`config.mk`:
```
export PLATFORM = sky130hd
export DESIGN_NAME = uart_tx_gen2_flat
export DESIGN_NICKNAME = d
export VERILOG_FILES = /design/src/rtl/uart_tx_gen2_if.sv /design/src/rtl/uart_tx_gen2.sv /design/src/flat_wrapper.sv
export SDC_FILE = /design/constraint.sdc
export NUM_CORES = 1
export LEC_CHECK = 0
export CORE_ASPECT_RATIO = 0.6
export CORE_MARGIN = 10
export CORE_UTILIZATION = 28
export DETAILED_ROUTE_END_ITERATION = 16
export PLACE_DENSITY = 0.54
export REMOVE_ABC_BUFFERS = 1
export SLEW_MARGIN = 10
export SYNTH_ARGS = -nofsm -noshare
export SYNTH_HDL_FRONTEND = slang
export SYNTH_SLANG_ARGS = --single-unit
```
`constraint.sdc`:
```
create_clock -name clk -period 4.45 [get_ports clk]
set_input_delay 1.335 -clock clk [delete_from_list [all_inputs] [get_ports clk]]
set_output_delay 1.335 -clock clk [all_outputs]
set_load 0.02 [all_outputs]
```
`src/rtl/uart_tx_gen2_if.sv`:
```
// Write-side handshake between a producer and the UART transmit FIFO.
interface uart_tx_gen2_if #(parameter int DATA_W = 9);
    logic              wr_valid;
    logic              wr_ready;
    logic [DATA_W-1:0] wr_data;

    modport master (output wr_valid, output wr_data, input wr_ready);
    modport slave  (input wr_valid, input wr_data, output wr_ready);
endinterface

```
`src/rtl/uart_tx_gen2.sv`:
```
// UART transmitter with a small write FIFO. Frame format (length, parity, stop bits
// and bit period) is latched when each frame starts.
module uart_tx_gen2 #(
    parameter int DATA_W     = 9,
    parameter int FIFO_DEPTH = 8,
    parameter int DIV_W      = 16
) (
    input  logic                            clk,
    input  logic                            rst,
    uart_tx_gen2_if.slave                   wr,
    input  logic [3:0]                      cfg_len,
    input  logic [1:0]                      cfg_par,
    input  logic                            cfg_stop,
    input  logic [DIV_W-1:0]                cfg_div,
    input  logic                            tx_en,
    output logic                            tx_out,
    output logic                            busy,
    output logic [$clog2(FIFO_DEPTH):0]     fifo_level,
    output logic                            frame_done
);
    localparam int AW = $clog2(FIFO_DEPTH);
    localparam int LW = AW + 1;

    typedef enum logic [2:0] {IDLE, START, DATA, PARITY, STOP} state_e;

    state_e            state_q, state_d;
    logic [DIV_W-1:0]  bcnt_q, bcnt_d, div_q, div_d;
    logic [3:0]        bidx_q, bidx_d, len_q, len_d;
    logic [DATA_W-1:0] sh_q, sh_d;
    logic              par_en_q, par_en_d, par_bit_q, par_bit_d;
    logic              stop2_q, stop2_d, stop_sec_q, stop_sec_d;

    logic [DATA_W-1:0] mem [FIFO_DEPTH];
    logic [AW-1:0]     wptr_q, rptr_q;
    logic [LW-1:0]     level_q, level_d;

    logic              push, pop, load, start_ok, bit_end;
    logic [3:0]        len_eff;
    logic [DATA_W-1:0] head, mask;

    assign wr.wr_ready = (level_q != LW'(FIFO_DEPTH));
    assign push        = wr.wr_valid && wr.wr_ready;
    assign fifo_level  = level_q;
    assign busy        = (state_q != IDLE);
    assign head        = mem[rptr_q];
    assign start_ok    = (level_q != '0) && tx_en;
    assign bit_end     = (bcnt_q == div_q);

    // Clamp requested length into 5..DATA_W; parity only covers the bits actually sent.
    always_comb begin
        len_eff = cfg_len;
        if (cfg_len < 4'd5)
            len_eff = 4'd5;
        else if (cfg_len > 4'(DATA_W))
            len_eff = 4'(DATA_W);
        mask = '0;
        for (int i = 0; i < DATA_W; i++)
            mask[i] = (i < int'(len_eff));
    end

    always_comb begin
        state_d    = state_q;
        bcnt_d     = bcnt_q;
        bidx_d     = bidx_q;
        sh_d       = sh_q;
        len_d      = len_q;
        div_d      = div_q;
        par_en_d   = par_en_q;
        par_bit_d  = par_bit_q;
        stop2_d    = stop2_q;
        stop_sec_d = stop_sec_q;
        load       = 1'b0;
        frame_done = 1'b0;
        tx_out     = 1'b1;

        if (state_q != IDLE)
            bcnt_d = bit_end ? '0 : bcnt_q + DIV_W'(1);

        case (state_q)
            IDLE: load = start_ok;
            START: begin
                tx_out = 1'b0;
                if (bit_end) begin
                    state_d = DATA;
                    bidx_d  = '0;
                end
            end
            DATA: begin
                tx_out = sh_q[0];
                if (bit_end) begin
                    sh_d = sh_q >> 1;
                    if (bidx_q == len_q - 4'd1) begin
                        state_d    = par_en_q ? PARITY : STOP;
                        stop_sec_d = 1'b0;
                    end else begin
                        bidx_d = bidx_q + 4'd1;
                    end
                end
            end
            PARITY: begin
                tx_out = par_bit_q;
                if (bit_end) begin
                    state_d    = STOP;
                    stop_sec_d = 1'b0;
                end
            end
            STOP: begin
                if (bit_end) begin
                    if (stop2_q && !stop_sec_q) begin
                        stop_sec_d = 1'b1;
                    end else begin
                        frame_done = 1'b1;
                        state_d    = IDLE;
                        load       = start_ok;
                    end
                end
            end
            default: state_d = IDLE;
        endcase

        // Frame start: pop the head word and snapshot the whole configuration.
        if (load) begin
            state_d   = START;
            bcnt_d    = '0;
            sh_d      = head;
            len_d     = len_eff;
            div_d     = cfg_div;
            par_en_d  = cfg_par[0] ^ cfg_par[1];
            par_bit_d = (^(head & mask)) ^ (cfg_par == 2'b10);
            stop2_d   = cfg_stop;
        end
    end

    assign pop = load;

    always_comb begin
        level_d = level_q;
        if (push && !pop)
            level_d = level_q + LW'(1);
        else if (pop && !push)
            level_d = level_q - LW'(1);
    end

    always_ff @(posedge clk) begin
        if (rst && push)
            mem[wptr_q] <= wr.wr_data;
    end

    always_ff @(posedge clk) begin
        if (!rst) begin
            state_q    <= IDLE;
            bcnt_q     <= '0;
            bidx_q     <= '0;
            sh_q       <= '0;
            len_q      <= 4'd5;
            div_q      <= '0;
            par_en_q   <= 1'b0;
            par_bit_q  <= 1'b0;
            stop2_q    <= 1'b0;
            stop_sec_q <= 1'b0;
            wptr_q     <= '0;
            rptr_q     <= '0;
            level_q    <= '0;
        end else begin
            state_q    <= state_d;
            bcnt_q     <= bcnt_d;
            bidx_q     <= bidx_d;
            sh_q       <= sh_d;
            len_q      <= len_d;
            div_q      <= div_d;
            par_en_q   <= par_en_d;
            par_bit_q  <= par_bit_d;
            stop2_q    <= stop2_d;
            stop_sec_q <= stop_sec_d;
            level_q    <= level_d;
            if (push) wptr_q <= wptr_q + AW'(1);
            if (pop)  rptr_q <= rptr_q + AW'(1);
        end
    end
endmodule

```
`src/flat_wrapper.sv`:
```
// flat-port wrapper written by rule: the top's interface ports become plain ports
module uart_tx_gen2_flat 
#(
    parameter int DATA_W     = 9,
    parameter int FIFO_DEPTH = 8,
    parameter int DIV_W      = 16
)
  (clk, rst, cfg_len, cfg_par, cfg_stop, cfg_div, tx_en, tx_out, busy, fifo_level, frame_done, wr_wr_valid, wr_wr_data, wr_wr_ready);
  uart_tx_gen2_if #(.DATA_W(DATA_W)) wr_i ();
  input  logic clk;
  input  logic rst;
  input  logic [3:0] cfg_len;
  input  logic [1:0] cfg_par;
  input  logic cfg_stop;
  input  logic [DIV_W-1:0] cfg_div;
  input  logic tx_en;
  output logic tx_out;
  output logic busy;
  output logic [$clog2(FIFO_DEPTH):0] fifo_level;
  output logic frame_done;
  input wire logic [$bits(wr_i.wr_valid)-1:0] wr_wr_valid;
  input wire logic [$bits(wr_i.wr_data)-1:0] wr_wr_data;
  output wire logic [$bits(wr_i.wr_ready)-1:0] wr_wr_ready;
  assign wr_i.wr_valid = wr_wr_valid;
  assign wr_i.wr_data = wr_wr_data;
  assign wr_wr_ready = wr_i.wr_ready;
  uart_tx_gen2 #(.DATA_W(DATA_W), .FIFO_DEPTH(FIFO_DEPTH), .DIV_W(DIV_W)) u_core (.clk(clk), .rst(rst), .wr(wr_i), .cfg_len(cfg_len), .cfg_par(cfg_par), .cfg_stop(cfg_stop), .cfg_div(cfg_div), .tx_en(tx_en), .tx_out(tx_out), .busy(busy), .fifo_level(fifo_level), .frame_done(frame_done));
endmodule
```
# After elaboration in Yosys (flattened, before gate mapping)
# Memories as Yosys holds them, arrays and structs flattened. A register that Yosys moved wholly into a read port is not among the register bits.
# Index checks and enable logic that the tools add are counted.
totals:
  regBits: 66
  ramBits: 72
  input_bits: 36
  output_inout_bits: 8
  memories: 1
op_classes:
  add_sub_neg: 7
  n_lt_le_gt_ge: 11
  n_eq_ne: 23
  mux: 38
  bitwise_logic: 5
  n_reduce_logical: 24
memory_table:
  columns: ["memory", "words", "word_bits", "read_ports", "rd_ports_with_merged_regs", "write_ports", "line_no", "rtl"]
  rows:
  - ["u_core.mem", 8, 9, 1, 1, 1, "uart_tx_gen2.sv:33", "logic [DATA_W-1:0] mem [FIFO_DEPTH];"]
op_table:
  columns: ["cell", "n"]
  rows:
  - ["4-bit 2-to-1 mux", 7]
  - ["3-bit 2-to-1 mux", 9]
  - ["9-bit 2-to-1 mux", 3]
  - ["16-bit by 1-bit adder with 16-bit output, second input constant", 1]
  - ["16-bit equality test", 1]
  - ["3-bit by 4-bit < comparator with 1-bit output, first input constant", 4]
  - ["16-bit 2-to-1 mux", 1]
  - ["3-bit by 1-bit inequality test with 1-bit output, second input constant", 5]
  - ["3-bit case mux with 5 select lines", 1]
  - ["2-bit by 1-bit inequality test with 1-bit output, second input constant", 7]
  - ["7-bit AND reduction", 2]
  - ["1-bit 2-to-1 mux", 13]
  - ["9-bit AND", 1]
  - ["9-bit parity", 1]
  - ["4-bit by 1-bit adder with 4-bit output, second input constant", 2]
  - ["1-bit by 4-bit < comparator with 1-bit output, first input constant", 2]
  - ["2-bit by 4-bit < comparator with 1-bit output, first input constant", 2]
  - ["4-bit case mux with 2 select lines", 1]
  - ["2-bit nonzero test", 4]
  - ["4-bit by 1-bit subtractor with 4-bit output, second input constant", 2]
  - ["3-bit by 1-bit adder with 3-bit output, second input constant", 2]
  - ["3-bit by 2-bit equality test with 1-bit output, second input constant", 2]
  - ["1-bit logical AND", 6]
  - ["1-bit case mux with 3 select lines", 2]
  - ["other kinds (21)", 27]

# Depth between registers and ports, before layout
# Gate-level depths: netlist (run 1).
depth:
  depth_word: 8
  mapped_depth: 15
  ltp_nobuf: 14

# Worst setup path after synthesis (run 1)
# OpenSTA, ideal clock, no wires.
synth_path:
  path_type: "input -> register"
  startpoint: "in tx_en"
  endpoint: "reg u_core.level_q[3], in the netlist u_core.fifo_level[3]"
  t_arrival_ps: 3357
  t_required_ps: 4380
  slack_ps: 1023
  path_stages: 13
  cell_sequence: "nand2_1 -> a21oi_1 -> o21a_1 -> inv_1 -> buf_1 -> ha_1 -> inv_1 -> ha_1 -> a21o_1 -> a21oi_1 -> xnor2_1 -> or3_1 -> a21oi_1"
synth_via:
  elab_chain_cells: 7
  elab_cells_between_ends: 9
  cone_classes: "mux (4); reduce/logical (5)"
synth_rtl:
  columns: ["item", "line_no", "rtl"]
  rows:
  - ["start, declared", "flat_wrapper.sv:16", "input logic tx_en;"]
  - ["1-bit logical AND *", "uart_tx_gen2.sv:46", "assign start_ok = (level_q != '0) && tx_en;"]
  - ["1-bit 2-to-1 mux", "uart_tx_gen2.sv:109", "if (stop2_q && !stop_sec_q) begin"]
  - ["1-bit 2-to-1 mux", "uart_tx_gen2.sv:108", "if (bit_end) begin"]
  - ["1-bit case mux with 2 select lines *", "uart_tx_gen2.sv:79", "case (state_q)"]
  - ["1-bit logical NOT", "uart_tx_gen2.sv:138", "if (push && !pop)"]
  - ["1-bit logical AND", "uart_tx_gen2.sv:138", null]
  - ["4-bit 2-to-1 mux or 2-bit nonzero test (tied branches)", null, null]
  - ["end signal, assigned", "uart_tx_gen2.sv:175", "level_q <= level_d;"]
  - ["end, declared", "uart_tx_gen2.sv:35", "logic [LW-1:0] level_q, level_d;"]
# Every way passes the cells marked *; elsewhere a longest branch is shown, timed or not.
# A chain may end at the register's enable or synchronous reset.

# Worst setup path in the final report (run 1)
layout_path:
  startpoint: "reg u_core.bcnt_q[1]"
  endpoint: "out frame_done"
layout_via:
  elab_chain_cells: 3
layout_rtl:
  columns: ["item", "line_no", "rtl"]
  rows:
  - ["start, declared", "uart_tx_gen2.sv:27", "logic [DIV_W-1:0] bcnt_q, bcnt_d, div_q, div_d;"]
  - ["start signal, assigned", "uart_tx_gen2.sv:166", "bcnt_q <= bcnt_d;"]
  - ["16-bit equality test", "uart_tx_gen2.sv:47", "assign bit_end = (bcnt_q == div_q);"]
  - ["1-bit 2-to-1 mux", "uart_tx_gen2.sv:108", null]
  - ["1-bit 2-to-1 mux", "uart_tx_gen2.sv:79", null]
  - ["end, declared", "flat_wrapper.sv:20", "output logic frame_done;"]
# No other way between the ends.

==> flow_metrics.env, run 1 <==
export IMPL_status="completed"
export IMPL_boundaryPins=44
export IMPL_sequentialPowerShare_pct=37.9
export IMPL_grt_usage_pct=10.2
export IMPL_grt_pass1_wl_microns=22600
export IMPL_synth_edf_count=72
export IMPL_yosys_register_bits=141
export IMPL_syn_avg_cell_area_sq_um=11.9
export IMPL_worst_r2r_cell_count=15
export IMPL_dpl_hpwl_microns=9700
export IMPL_rsz0062_at_grt="false"
export IMPL_antenna_found_initial=0
export IMPL_antenna_left=0
export IMPL_grt_pass1_vias=3974
export IMPL_drt_pass1_iter_count=4
export IMPL_drc=0
export IMPL_leakage_nw=2.64
export IMPL_fin_nets=609
export IMPL_syn_inst=508
export IMPL_postCtsSetupBuffers=0
export IMPL_power_density_nw_per_um2=592
export IMPL_fin_crit_sh_pct=88.7
export IMPL_yosysSeqAreaShare_pct=58.5
export IMPL_regArea_sq_um=3540
export IMPL_slew_headroom_pct=30.5
export IMPL_clock_sinks=141
export IMPL_synth_xor_area_share_pct=7.39
export IMPL_synth_cell_types=48
export IMPL_wl_met3_microns=728
export IMPL_wirelength_microns=13800
export IMPL_setup_violations=0
export IMPL_critPathLaunchType="flip-flop"
export IMPL_finalSetupTns_ps=0
export IMPL_initial_core_util_pct=28.7
export IMPL_fmax_mhz=253
export IMPL_fp_dieW_microns=210
export IMPL_synthAdderAreaFrac_pct=2.19
export IMPL_grt_overflow=0
export IMPL_synthTopCellsByArea="edfxtp_1, dfxtp_1, mux4_2, xor2_1, nand2_1"
export IMPL_ys_flop_type="edfxtp_1"
export IMPL_h_tree_depth=4
export IMPL_route_vias_total=3978
export IMPL_worstPathArrival_ps=2610
export IMPL_switching_power_mw=1.47
export IMPL_dr_max_layer_used="met4"
export IMPL_hp_class="flip-flop to flip-flop"
export IMPL_cts_hold_buffers=0
export IMPL_ys_warnings_count=0
export IMPL_clkPwrFrac_pct=31.2
export IMPL_drtIter0Drc=216
export IMPL_worst_slew_pin_transition_ps=1040
export IMPL_routed_wl_met2_microns=5660
export IMPL_path_class="flip-flop to output port"
export IMPL_place_area_sq_um=6850
export IMPL_synth_area_sq_um=6060
export IMPL_cts_made_buffers=17
export IMPL_wl_met1_microns=7310
export IMPL_synth_mux_area_share_pct=9.23
export IMPL_intPower_mw=2.93
export IMPL_die_h_microns=134
export IMPL_grt_start_max_net_pins=42
export IMPL_routabilityCongestion=0.783
export IMPL_cp_required_ps=3120
export IMPL_synth_top_cell_by_area="edfxtp_1"
export IMPL_dieArea_sq_um=28100
export IMPL_drive_above_1_share_pct=11.5
export IMPL_timing_final_max_slew_violations=0
export IMPL_whs_ps=457
export IMPL_io_buffers=43
export IMPL_worstSkewPairLatency_ps=420
export IMPL_clockBufferDepth=2
export IMPL_period_needed_ps=3950
export IMPL_crit_path_end_kind="output port"
export IMPL_diodes=0
export IMPL_power_mw=4.40
export IMPL_core_sq_um=21100
export IMPL_synth_top_family_by_area="simple AND/OR/NAND/NOR gates"
export IMPL_fillers=2057
export IMPL_yosys_area_share_simple_pct=12.4
export IMPL_synth_compound_area_share_pct=7.91
export IMPL_cp_max_fo=9
export IMPL_multi_input_area_sq_um=2370
export IMPL_min_path_cells=2
export IMPL_finalHoldViolCount=0
export IMPL_pwr_share_comb_pct=30.9
export IMPL_drv_cap=0
export IMPL_wl_per_cell_microns=16.2
export IMPL_cts_resized=0
export IMPL_async_flop_share_pct=0
export IMPL_area_growth_pct=22.5
export IMPL_cts_root_buf="clkbuf_16"
export IMPL_rows=41
export IMPL_design_area_sq_um=7430
export IMPL_fin_skew_ps=11.4
export IMPL_synth_top_area_share_pct=35.7
export IMPL_clkTransAtPathRegs_ps=60
export IMPL_fin_util_pct=35.1
export IMPL_cts_tree="yes"
export IMPL_swShare_pct=33.3
export IMPL_via_per_inst=4.65
export IMPL_ir_drop_mv=0.269
## cell type report
type,count,share of cell area [%]
Multi-Input combinational cell,333,31.9
Sequential cell,141,47.7
Tap cell,279,4.70
Clock inverter,14,1.84
Clock buffer,18,5.91
Timing Repair Buffer,58,7.31
Inverter,12,0.606
## worst max-delay path, cell delays in order, from the launching register on
cell	delay [ps]
dfxtp_1	350
xor2_1	150
nor4_1	490
nand4_1	160
buf_4	200
nor2_1	200
clkdlybuf4s50_1	650
## power groups by stage
stage | Combinational (mW) | Sequential, mW | Clock [mW]
finish | 1.36 | 1.67 | 1.37
global route | 1.52 | 1.69 | 1.47
CTS | 1.37 | 1.67 | 1.40
detailed placement | 1.36 | 1.69 | 0
global placement | 1.34 | 1.69 | 0
floorplan | 0.915 | 1.68 | 0
## logic make-up after synthesis
| group | Yosys count |
|---|---|
| buf+inv | 34 |
| mux | 31 |
| simple gates | 168 |
| xor+xnor | 48 |
| fa+ha+maj | 10 |
| compound gates | 76 |
| flops | 141 |
## cells in the mapped netlist (all sizes together) (9+ instances only)
library cell,count
a21oi,41
nand3,19
nor2,48
edfxtp,72
mux2i,9
mux4,18
xnor2,14
nor3,9
inv,12
ha,9
nand2,61
xor2,32
clkbuf,13
buf,9
dfxtp,69
## final timing paths
check / startpoint / end / slack, ps
worst max register to register: u_core.bcnt_q[1]$_SDFFE_PP0P_ / u_core.fifo_level[3]$_SDFFE_PN0P_ / 1160
worst min register to register: u_core.stop2_q$_SDFFE_PN0N_ / u_core.stop2_q$_SDFFE_PN0N_ / 460
worst max-delay path: u_core.bcnt_q[1]$_SDFFE_PP0P_ / frame_done / 500
worst min-delay path: u_core.stop2_q$_SDFFE_PN0N_ / u_core.stop2_q$_SDFFE_PN0N_ / 460
## routing by layer
| metal | global-route usage [%] | vias to the layer above |
|---|---|---|
| met3 | 2.81 | 12 |
| li1 | - | 1949 |
| met5 | 0 | - |
| met1 | 14.8 | 1942 |
| met2 | 14.0 | 75 |
| met4 | 3.22 | 0 |
## layout by cell type, fill, tap and decap left out, types with 5 or more instances in the layout
cell type and n:
nand2b_1 7, xor2_1 32, nand2_1 61, mux2i_1 9, nor2_1 48, clkbuf_16 17, mux4_2 13, and3_1 7
buf_4 15, nand3_1 19, mux4_1 5, a2bb2oi_1 6, inv_1 13, nor3_1 9, a21oi_1 40, clkdlybuf4s50_1 43
ha_1 9, o21ai_0 7, edfxtp_1 72, xnor2_1 14, dfxtp_1 69
## state kept, by name, indices dropped and copies added, names as in the netlist, 3 cells and up, named ones only
name,cells
u_core.sh_q,9
u_core.bcnt_q,16
u_core.len_q,4
u_core.mem,72
u_core.div_q,16
u_core.bidx_q,4
u_core.wptr_q,3
u_core.state_q,3
u_core.fifo_level,4
u_core.rptr_q,3
## stage by stage
step                worst slack [ps]  std cells
finish                           501        855
global route                     330        855
CTS                              505        855
detailed placement               640        823
global placement                 704        823
floorplan                        117        486
(Power assumes the default switching activity.)
==> run 2, diff against run 1 <==
--- a/config.mk
+++ b/config.mk
@@ -5,6 +5,7 @@
 export SDC_FILE = /design/constraint.sdc
 export NUM_CORES = 1
 export LEC_CHECK = 0
+export ABC_AREA = 1
 export CORE_ASPECT_RATIO = 0.6
 export CORE_MARGIN = 10
 export CORE_UTILIZATION = 28
==> run 2 against run 1 <==
  * Count of clock-buffer cells in the layout grew 3
  * Synthesized cell count grew 71%
  * Routed wire length grew 23%
  * First-iteration DRC count grew 75%
  * Area after synthesis grew 14%
  * Utilization shrank 1.1 points
  * Critical endpoint unchanged
  * Highest routed layer unchanged
==> flow_metrics.env, run 2 <==
export IMPL_area_growth_pct=19.3
export IMPL_fin_crit_sh_pct=88.4
export IMPL_boundaryPins=44
export IMPL_fin_cells=1258
export IMPL_clockBufferDepth=2
export IMPL_ys_warnings_count=0
export IMPL_place_area_sq_um=7710
export IMPL_critPathLaunchType="flip-flop"
export IMPL_fp_dieW_microns=223
export IMPL_yosys_register_bits=141
export IMPL_synth_top_cell_by_area="edfxtp_1"
export IMPL_worst_slew_pin_transition_ps=663
export IMPL_cts_tree="yes"
export IMPL_synthTopCellsByCount="nand2_1, inv_1, nor2_1, nand3_1, edfxtp_1"
export IMPL_grt_overflow=0
export IMPL_antenna_left=0
export IMPL_drt_pass1_iter_count=5
export IMPL_dieArea_sq_um=31600
export IMPL_fin_nets=969
export IMPL_grt_pass1_vias=5071
export IMPL_path_class="flip-flop to output port"
export IMPL_dpl_hpwl_microns=11700
export IMPL_min_path_cells=2
export IMPL_yosysMostFrequentCell="nand2_1"
export IMPL_hp_class="flip-flop to flip-flop"
export IMPL_timing_final_max_slew_violations=0
export IMPL_wirelength_microns=17000
export IMPL_via_per_inst=4.33
export IMPL_hp_start="u_core.rptr_q[2]$_SDFFE_PN0N_"
export IMPL_antenna_found_initial=0
export IMPL_ys_flop_type="edfxtp_1"
export IMPL_cts_root_buf="clkbuf_16"
export IMPL_use_met1_pct=16.1
export IMPL_drv_cap=0
export IMPL_power_mw=4.72
export IMPL_grt_pass1_wl_microns=27100
export IMPL_design_area_sq_um=8260
export IMPL_r2r_start="u_core.bcnt_q[10]$_SDFFE_PP0P_"
export IMPL_fillers=2546
export IMPL_slew_headroom_pct=55.7
export IMPL_syn_inst=870
export IMPL_core_sq_um=24300
export IMPL_worstPathArrival_ps=2600
export IMPL_route_vias_total=5449
export IMPL_synth_cell_types=41
export IMPL_drive_above_1_share_pct=7.80
export IMPL_status="completed"
export IMPL_grt_usage_pct=10.9
export IMPL_cts_made_buffers=17
export IMPL_h_tree_depth=4
export IMPL_syn_avg_cell_area_sq_um=7.96
export IMPL_grt_start_max_net_pins=46
export IMPL_cp_required_ps=3120
export IMPL_hold_end="u_core.rptr_q[2]$_SDFFE_PN0N_"
export IMPL_grt_util_met3_pct=3.10
export IMPL_largest_reg_flops=72
export IMPL_routabilityCongestion=0.824
export IMPL_cts_hold_buffers=0
export IMPL_finalHoldViolCount=0
export IMPL_reg2reg_slack_ps=1540
export IMPL_cp_max_fo=8
export IMPL_top_register="u_core.mem"
export IMPL_finalSetupTns_ps=0
export IMPL_grtUsageMet2_pct=14.9
export IMPL_postCtsSetupBuffers=0
export IMPL_dpl_cell_count=1226
export IMPL_top_regs="u_core.mem: 72 flops, u_core.bcnt_q: 16 flops, u_core.div_q: 16 flops"
export IMPL_fin_skew_ps=6.57
export IMPL_period_needed_ps=3930
export IMPL_regToRegEndpoint="u_core.fifo_level[3]$_SDFFE_PN0P_"
export IMPL_crit_path_end_kind="output port"
export IMPL_clock_sinks=141
export IMPL_worstSkewPairLatency_ps=430
export IMPL_die_h_microns=142
export IMPL_initial_core_util_pct=28.5
export IMPL_power_density_nw_per_um2=571
export IMPL_leakage_nw=3.55
export IMPL_synthTopCellsByArea="edfxtp_1, dfxtp_1, nand2_1, inv_1, nand3_1"
export IMPL_synth_edf_count=72
export IMPL_layout_commonest_cell="nand2_1"
export IMPL_diodes=0
export IMPL_yosysSeqAreaShare_pct=51.2
export IMPL_wl_per_cell_microns=13.5
export IMPL_fmax_mhz=254
export IMPL_synth_top_area_share_pct=31.2
export IMPL_worst_r2r_cell_count=16
export IMPL_setup_violations=0
export IMPL_synth_area_sq_um=6930
export IMPL_clkTransAtPathRegs_ps=60
export IMPL_layout_common_cells="nand2_1, inv_1, nor2_1"
export IMPL_async_flop_share_pct=0
export IMPL_fin_util_pct=34.0
export IMPL_rsz0062_at_grt="false"
export IMPL_grt_busiest_layer="met1"
export IMPL_rows=44
export IMPL_cts_resized=0
export IMPL_io_buffers=43
export IMPL_drtIter0Drc=378
export IMPL_ir_drop_mv=0.342
export IMPL_drc=0
[run 2: cell type report]
type,count,area (sq um),share of cell area (%)
Clock inverter,11,65.1,0.788
Inverter,144,542,6.56
Multi-Input combinational cell,562,2690,32.6
Sequential cell,141,3540,42.9
Timing Repair Buffer,57,536,6.48
Tap cell,322,403,4.88
Clock buffer,21,482,5.83
[run 2: worst max path at each step]
stage,from,end,slack (ps),cells after the start
finish,u_core.bcnt_q[10]$_SDFFE_PP0P_,frame_done,520,6
CTS,u_core.bcnt_q[10]$_SDFFE_PP0P_,frame_done,460,6
floorplan,tx_en,u_core.fifo_level[3]$_SDFFE_PN0P_,830,15
detailed placement,tx_en,u_core.fifo_level[3]$_SDFFE_PN0P_,460,16
global route,u_core.bcnt_q[10]$_SDFFE_PP0P_,frame_done,360,6
global placement,tx_en,u_core.fifo_level[3]$_SDFFE_PN0P_,480,16
[run 2: layer usage]
layer / part of all wire, % / vias up / routed length, microns
li1: - / 2871 / -
met5: 0 / - / 0
met4: 1.1 / 0 / 181
met1: 55 / 2452 / 9290
met2: 39 / 111 / 6630
met3: 5.2 / 15 / 877
[run 2: critical path, stage by stage, from the launching register on]
cell	delay, ps
dfxtp_1	430
xnor2_1	150
nand4_1	180
nor3_2	290
nand2_2	180
nor3_1	260
clkdlybuf4s50_1	670
[run 2: kinds of logic (layout without fill, tap and decap cells)]
group / count (synthesis) / after routing / synth area share (%)
simple gates: 451 / 451 / 27.9
buf+inv: 167 / 233 / 9.97
compound gates: 74 / 74 / 5.60
flops: 141 / 141 / 51.2
xor+xnor: 27 / 27 / 3.41
fa+ha+maj: 10 / 10 / 1.92
[run 2: power by group]
| group | switching, mW | internal (mW) |
|---|---|---|
| clock network | 0.555 | 0.767 |
| registers | 0.122 | 1.55 |
| logic | 1.15 | 0.581 |
| total | 1.82 | 2.90 |
[run 2: through the flow]
stage	hold WS [ps]	worst slack (ps)
finish	463	517
global placement	448	483
global route	483	356
detailed placement	456	461
floorplan	433	831
CTS	465	464
==> run 3, diff against run 2 <==
--- a/config.mk
+++ b/config.mk
@@ -6,7 +6,6 @@
 export NUM_CORES = 1
 export LEC_CHECK = 0
 export ABC_AREA = 1
-export CORE_ASPECT_RATIO = 0.6
 export CORE_MARGIN = 10
 export CORE_UTILIZATION = 28
 export DETAILED_ROUTE_END_ITERATION = 16
==> run 3 against run 2 <==
  * Sequential power hardly changed
  * Die area decreased by 0.65%
  * Non-clock buffer count fell by 1
  * Via count decreased by 0.92%
  * Critical path type unchanged
  * Critical endpoint unchanged
  * Largest cell class unchanged
==> flow_metrics.env, run 3 (same netlist as run 2, synthesis figures left out) <==
export IMPL_path_class="flip-flop to output port"
export IMPL_grt_pass1_vias=5274
export IMPL_crit_path_end_kind="output port"
export IMPL_layout_common_cells="nand2_1, inv_1, nor2_1"
export IMPL_antenna_found_initial=0
export IMPL_drt_pass1_iter_count=5
export IMPL_grt_usage_pct=10.7
export IMPL_power_density_nw_per_um2=572
export IMPL_status="completed"
export IMPL_rsz0062_at_grt="false"
export IMPL_h_tree_depth=4
export IMPL_finalSetupTns_ps=0
export IMPL_cp_required_ps=3120
export IMPL_critPathLaunchType="flip-flop"
export IMPL_cpPeakStageDelay_ps=650
export IMPL_fmax_mhz=264
export IMPL_wl_per_cell_microns=12.8
export IMPL_postCtsSetupBuffers=0
export IMPL_cts_hold_buffers=0
export IMPL_slew_headroom_pct=56.9
export IMPL_whs_ps=473
export IMPL_layout_commonest_cell="nand2_1"
export IMPL_top_regs="u_core.mem: 72 flops, u_core.bcnt_q: 16 flops, u_core.div_q: 16 flops"
export IMPL_clock_sinks=141
export IMPL_routabilityCongestion=0.772
export IMPL_ir_drop_mv=0.285
export IMPL_path_cells="xnor2_1, nand4_1, nor3_2, nand2_2, nor3_1, clkdlybuf4s50_1"
export IMPL_worst_slew_pin_transition_ps=645
export IMPL_dieArea_sq_um=31400
export IMPL_reg2reg_slack_ps=1360
export IMPL_dpl_hpwl_microns=11100
export IMPL_drtIter0Drc=371
export IMPL_fillers=2505
export IMPL_area_growth_pct=19.6
export IMPL_die_h_microns=177
export IMPL_cts_root_buf="clkbuf_16"
export IMPL_setup_violations=0
export IMPL_leakage_nw=3.54
export IMPL_hp_class="flip-flop to flip-flop"
export IMPL_fin_skew_ps=15.1
export IMPL_worstPathArrival_ps=2460
export IMPL_io_buffers=43
export IMPL_via_per_inst=4.29
export IMPL_top_register="u_core.mem"
export IMPL_fp_dieW_microns=177
export IMPL_cts_resized=0
export IMPL_wirelength_microns=16100
export IMPL_clockBufferDepth=2
export IMPL_multi_input_area_sq_um=2690
export IMPL_core_sq_um=24300
export IMPL_cts_made_buffers=17
export IMPL_largest_reg_flops=72
export IMPL_path_delay_family="simple AND/OR/NAND/NOR gates"
export IMPL_clkTransAtPathRegs_ps=60
export IMPL_grt_overflow=0
export IMPL_rows=57
export IMPL_timing_final_max_slew_violations=0
export IMPL_grt_pass1_wl_microns=26800
export IMPL_initial_core_util_pct=28.5
export IMPL_period_needed_ps=3790
export IMPL_drc=0
export IMPL_grt_start_max_net_pins=46
export IMPL_route_vias_total=5399
export IMPL_cts_tree="yes"
export IMPL_worstSkewPairLatency_ps=430
export IMPL_finalHoldViolCount=0
export IMPL_fin_nets=968
export IMPL_fin_crit_sh_pct=85.2
export IMPL_regArea_sq_um=3540
export IMPL_crit_slowest_cell="clkdlybuf4s50_1"
export IMPL_drive_above_1_share_pct=7.91
export IMPL_boundaryPins=44
export IMPL_diodes=0
export IMPL_drv_cap=0
export IMPL_fin_util_pct=34.1
export IMPL_cp_max_fo=8
export IMPL_crit_buf_inv=1
export IMPL_antenna_left=0
-- run 3: final timing paths --
| kind | from | end | depth (start not counted) |
|---|---|---|---|
| min reg2reg | u_core.rptr_q[2]$_SDFFE_PN0N_ | flip-flop | 2 |
| max reg2reg | u_core.bcnt_q[10]$_SDFFE_PP0P_ | u_core.fifo_level[3]$_SDFFE_PN0P_ | 16 |
| min | u_core.rptr_q[2]$_SDFFE_PN0N_ | flip-flop | 2 |
| max | u_core.bcnt_q[10]$_SDFFE_PP0P_ | frame_done | 6 |
-- run 3: worst register-to-register path: stages (launching register included) --
cell	delay, ps
dfxtp_1	420
xnor2_1	140
nand4_1	190
nor3_2	280
nand4_4	160
nand2_4	90
inv_2	140
ha_1	280
inv_1	110
ha_1	270
and3_1	190
a211oi_1	230
nor2_1	70
nor2_1	90
nand2_1	80
o21ai_0	180
a21oi_1	60
-- run 3: cell type report --
cell class                 instances  area share, %
tap                              324           4.89
clock buffer                      18           5.18
timing repair buffer              56           6.37
clock inverter                    14           1.75
multi-input combinational        562           32.5
sequential                       141           42.8
inverter                         144           6.54
-- run 3: power breakdown --
group	internal [mW]	switching, mW
sequential	1.55	0.116
clock	0.823	0.552
combinational	0.574	1.13
total	2.95	1.80
-- run 3: metrics by stage --
step	power [mW]	cell area, sq um	setup WS [ps]	cells
5_1_grt	5.13	8280	485	1259
6_report	4.74	8280	657	1259
3_5_place_dp	3.41	7710	345	1227
2_1_floorplan	2.87	6780	831	847
4_1_cts	4.80	8280	615	1259
3_3_place_gp	3.39	7710	424	1227
-- run 3: layer usage --
metal / share of wire [%] / track usage, % / up-vias / wire length, microns
li1: - / - / 2864 / -
met4: 1.2 / 3.54 / 0 / 199
met5: 0 / 0 / - / 0
met1: 47 / 13.6 / 2442 / 7540
met3: 4.2 / 2.13 / 13 / 673
met2: 48 / 17.7 / 80 / 7680
